--- src/rtl/mux_arb_reg.sv ---
// mux_arb_reg: N-channel valid/ready arbitrating mux with a registered output.
// A round-robin arbiter picks one requesting channel per cycle. The winner's word
// is captured into a single output register that drains through out_valid/out_ready.
// Build option MUX_ARB_FIXED_PRIO_EN: when it is defined, the arbiter uses fixed
// priority (lowest index wins) and the last-grant pointer register is removed.
module mux_arb_reg #(
  parameter int LENGTH = 32,
  parameter int N      = 4
) (
  input  logic                  clk,
  input  logic                  rst,
  input  logic [N-1:0]          in_valid,
  input  logic [N*LENGTH-1:0]   in_data,
  output logic [N-1:0]          in_ready,
  output logic                  out_valid,
  output logic [LENGTH-1:0]     out_data,
  output logic [$clog2(N)-1:0]  out_sel,
  input  logic                  out_ready
);

  localparam int SEL_W = $clog2(N);

  logic              out_valid_q, out_valid_d;
  logic [LENGTH-1:0] out_data_q,  out_data_d;
  logic [SEL_W-1:0]  out_sel_q,   out_sel_d;
`ifndef MUX_ARB_FIXED_PRIO_EN
  logic [SEL_W-1:0]  ptr_q,       ptr_d;
`endif

  logic              load;
  logic [N-1:0]      grant;
  logic              grant_any;
  logic [SEL_W-1:0]  grant_idx;
  logic [SEL_W-1:0]  idx;
  logic [LENGTH-1:0] sel_data;
  logic [LENGTH-1:0] ch_data [N];

  for (genvar g = 0; g < N; g++) begin : g_ch
    assign ch_data[g] = in_data[g*LENGTH +: LENGTH];
  end

  // The output register can take a new word when it is empty or is being drained this cycle.
  assign load = ~out_valid_q | out_ready;

  // Arbiter: the first requester after the last grant wins (round robin), or the lowest index wins (fixed priority).
  always_comb begin
    grant     = '0;
    grant_any = 1'b0;
    grant_idx = '0;
    idx       = '0;
    for (int k = 0; k < N; k++) begin
`ifdef MUX_ARB_FIXED_PRIO_EN
      idx = SEL_W'(k);
`else
      idx = SEL_W'((int'(ptr_q) + 1 + k) % N);
`endif
      if (!grant_any && in_valid[idx]) begin
        grant_any  = 1'b1;
        grant[idx] = 1'b1;
        grant_idx  = idx;
      end
    end
  end

  assign sel_data = ch_data[grant_idx];
  // Reset gates in_ready because the registers sit in their reset state while rst is high, which would otherwise let load and a grant through.
  assign in_ready = grant & {N{load & ~rst}};

  // Next-state logic for the output register and the last-grant pointer.
  always_comb begin
    out_valid_d = out_valid_q;
    out_data_d  = out_data_q;
    out_sel_d   = out_sel_q;
`ifndef MUX_ARB_FIXED_PRIO_EN
    ptr_d       = ptr_q;
`endif
    if (load) begin
      out_valid_d = grant_any;
      if (grant_any) begin
        out_data_d = sel_data;
        out_sel_d  = grant_idx;
`ifndef MUX_ARB_FIXED_PRIO_EN
        ptr_d      = grant_idx;
`endif
      end
    end
  end

  // State registers. Reset clears the output word and points the arbiter at channel N-1, which gives channel 0 first priority.
  always_ff @(posedge clk or posedge rst) begin
    if (rst) begin
      out_valid_q <= 1'b0;
      out_data_q  <= '0;
      out_sel_q   <= '0;
`ifndef MUX_ARB_FIXED_PRIO_EN
      ptr_q       <= SEL_W'(N - 1);
`endif
    end else begin
      out_valid_q <= out_valid_d;
      out_data_q  <= out_data_d;
      out_sel_q   <= out_sel_d;
`ifndef MUX_ARB_FIXED_PRIO_EN
      ptr_q       <= ptr_d;
`endif
    end
  end

  assign out_valid = out_valid_q;
  assign out_data  = out_data_q;
  assign out_sel   = out_sel_q;

endmodule

--- config.mk ---
export PLATFORM = sky130hd
export DESIGN_NAME = mux_arb_reg
export DESIGN_NICKNAME = d
export VERILOG_FILES = /design/src/rtl/mux_arb_reg.sv
export SDC_FILE = /design/constraint.sdc
export NUM_CORES = 1
export LEC_CHECK = 0
export ABC_AREA = 1
export CAP_MARGIN = 20
export CORE_ASPECT_RATIO = 2
export CORE_MARGIN = 2
export CORE_UTILIZATION = 45
export CTS_CLUSTER_DIAMETER = 30
export DETAILED_ROUTE_END_ITERATION = 8
export PLACE_DENSITY = 0.89
export SYNTH_ARGS = -nofsm -noshare
export SYNTH_HDL_FRONTEND = slang
export SYNTH_SLANG_ARGS = --single-unit
--- constraint.sdc ---
create_clock -name clk -period 6.31 [get_ports clk]
set_input_delay 1.262 -clock clk [delete_from_list [all_inputs] [get_ports clk]]
set_output_delay 1.262 -clock clk [all_outputs]
set_load 0.1 [all_outputs]
==> results_dict.tcl <==
set metrics [dict create \
    status "complete, no violations" \
    final_cells 864 \
    portBuffers 173 \
    dieWidth_um 67.8 \
    syn_area_per_cell_um2 5.94 \
    start_util_pct 46.1 \
    fp.coreArea_um2 7940 \
    dp_hpwl_mm 9.34 \
    ios 174 \
    yosysUniqueCellTypes 25 \
    drive_gt1_share_pct 7.16 \
    drv_slew 0 \
    rsz0062_at_grt "false" \
    place_congestion 0.901 \
    drtAntennaViolNets 0 \
    first_iter_violations 276 \
    syn_nets 759 \
    viasPerCell 5.13 \
    yosys_warnings 0 \
    use_met2_pct 50.5 \
    hold_slack_ns 0.476 \
    syn_to_final_growth_pct 48.4 \
    dpl_cell_area_um2 5290 \
    drc 0 \
    worstSetupEndpointType "output pin" \
    grt_pass1_vias 4378 \
    yosys.area.top_type_share_pct 23.9 \
    crit_required_ns 5.05 \
    met1_usage_pct 25.6 \
    wirelength_mm 12.3 \
    cpPeakStageDelay_ns 0.45 \
    crit_slowest_cell "clkdlybuf4s50_1" \
    design_area_um2 5440 \
    crit_top_cell "nand2_1" \
    antenna_found_initial 0 \
    timing.slew.headroom_pct 30.6 \
    worstPathArrival_ns 3.20 \
    synthFlopType "dfrtp_1" \
    post-route-min-period_ns 4.46 \
    cts_tree "yes" \
    hold_path.class "reg2reg" \
    vias 4430 \
    final_common_cell "nand2_1" \
    path_max_fanout 6 \
    dieHeight_um 132 \
    synthCells 617 \
    ctsResizeCount 0 \
    grt_overflow 0 \
    crit_family "simple AND/OR/NAND/NOR gates" \
    final_hold_viol_count 0 \
    setup_viol 0 \
    top_usage_layer "met2" \
    placedCellCount 856 \
    globalRouteMet3Util_pct 4.54 \
    synth_area_leader_cell "dfrtp_1" \
    tightest_slew_ns 1.04 \
    grt_pass1_wl_mm 19.1 \
    ys_async_sr_fraction_pct 100 \
    path_class "in2out" \
    cts-root-buf "clkbuf_16" \
    start_kind "primary input" \
    synth_edf_count 0 \
    netlist_top_cells_area "dfrtp_1, nand2_1, nand3_1" \
    grt_max_degree 67 \
    seq_area_frac_synth_pct 25.3 \
    dr.pass1.iters 4 \
    rows 46 \
    cts_num_sinks 37 \
    post_cts_buffers 0 \
    clk_pin_slew_ns 0.05 \
    cp_cell_sequence "clkdlybuf4s50_1, nand2_1, nand3_1, nand2_2, inv_2, nor3_1, nand2_1, a41oi_1, buf_4" \
    cts_buffers 5 \
    tns_ns 0 \
    finalCritPeriodShare_pct 70.6 \
    synth.ff_latch_count 37 \
    wl_per_cell_um 14.3 \
    ctsHoldBuffers 0 \
    syn_area_um2 3660 \
    clock_skew_ns 0.00181 \
    clk-insertion-delay-late_ns 0.27 \
    die_area_um2 8920 \
    cap_violations 0 \
    final_cell_mix "nand2_1, clkdlybuf4s50_1, inv_1" \
    diodes 0 \
    final_nets 909 \
    path_buf_inv 3 \
    timing.fmax_mhz 224 \
    track_usage_pct 27.8 \
    htree_levels 2 \
    cts_buffer_depth 2 \
]
==> synthesized netlist by cell type, types with 3 or more instances <==
library cell  number
dfrtp_1           35
o21ai_0            5
inv_2              4
a21oi_1            6
buf_4              3
inv_1            140
buf_6              8
buf_2             16
nand3_1          122
nand2_4            3
nand3_2           20
nor2_1             3
ha_1               7
nand2_2            8
nand2_1          220
clkbuf_1           4
==> registers in the layout (all words and copies together) (netlist names) <==
| name | flops |
|---|---|
| out_data | 32 |
| out_sel | 2 |
| ptr_q | 2 |
| out_valid | 1 |
==> worst reg2reg max path, delay by kind of cell (launching register included) <==
kind	cells	cell delay (ns)
AOI/OAI and AO/OA	1	0.15
adders and majority gates	1	0.24
buffers and inverters	3	0.26
DFF	1	0.67
and+or+nand+nor	10	2.24
==> cells by family (layout without fill, tap and decap cells) <==
logic type,count (synthesis),in the layout,synth area share (%)
DFF,37,37,25.3
buffers and inverters,180,331,21.8
and+or+nand+nor,379,379,48.1
AOI/OAI and AO/OA,14,14,2.42
adders and majority gates,7,7,2.39
==> worst paths after layout <==
kind,from,slack (ns),cells after the start,endpoint
min in group asynchronous,rst,1.41,3,out_data[17]
worst max-delay path,in_valid[3],1.85,9,in_ready[2]
max in group asynchronous,rst,4.55,3,ptr_q[0]
worst max register to register,ptr_q[0],2.69,15,out_data[0]
worst min register to register,out_data[13],0.48,2,out_data[13]
worst min-delay path,out_data[13],0.48,2,out_data[13]
==> metal layers <==
layer / up-vias / wire length [um]
met5: - / 0
met4: 0 / 977
met3: 66 / 801
met2: 204 / 6490
met1: 2015 / 4080
li1: 2145 / -
==> layout make-up <==
cell class	count	area [um^2]
inverter	147	559
tap	96	120
timing repair buffer	176	1740
multi-input combinational	400	1940
sequential	37	928
clock buffer	8	146
fill	678	2510
==> per-stage QoR <==
step / util [%] / worst slack (ns)
floorplan: - / 1.15
global placement: 66.6 / 2.01
detailed placement: 66.6 / 1.92
CTS: 68.4 / 1.91
global route: 68.4 / 1.74
finish: 68.4 / 1.85
Power is left out: the tool's default activity adds up to more than one toggle a clock period on the data nets, which glitch-free logic cannot reach.
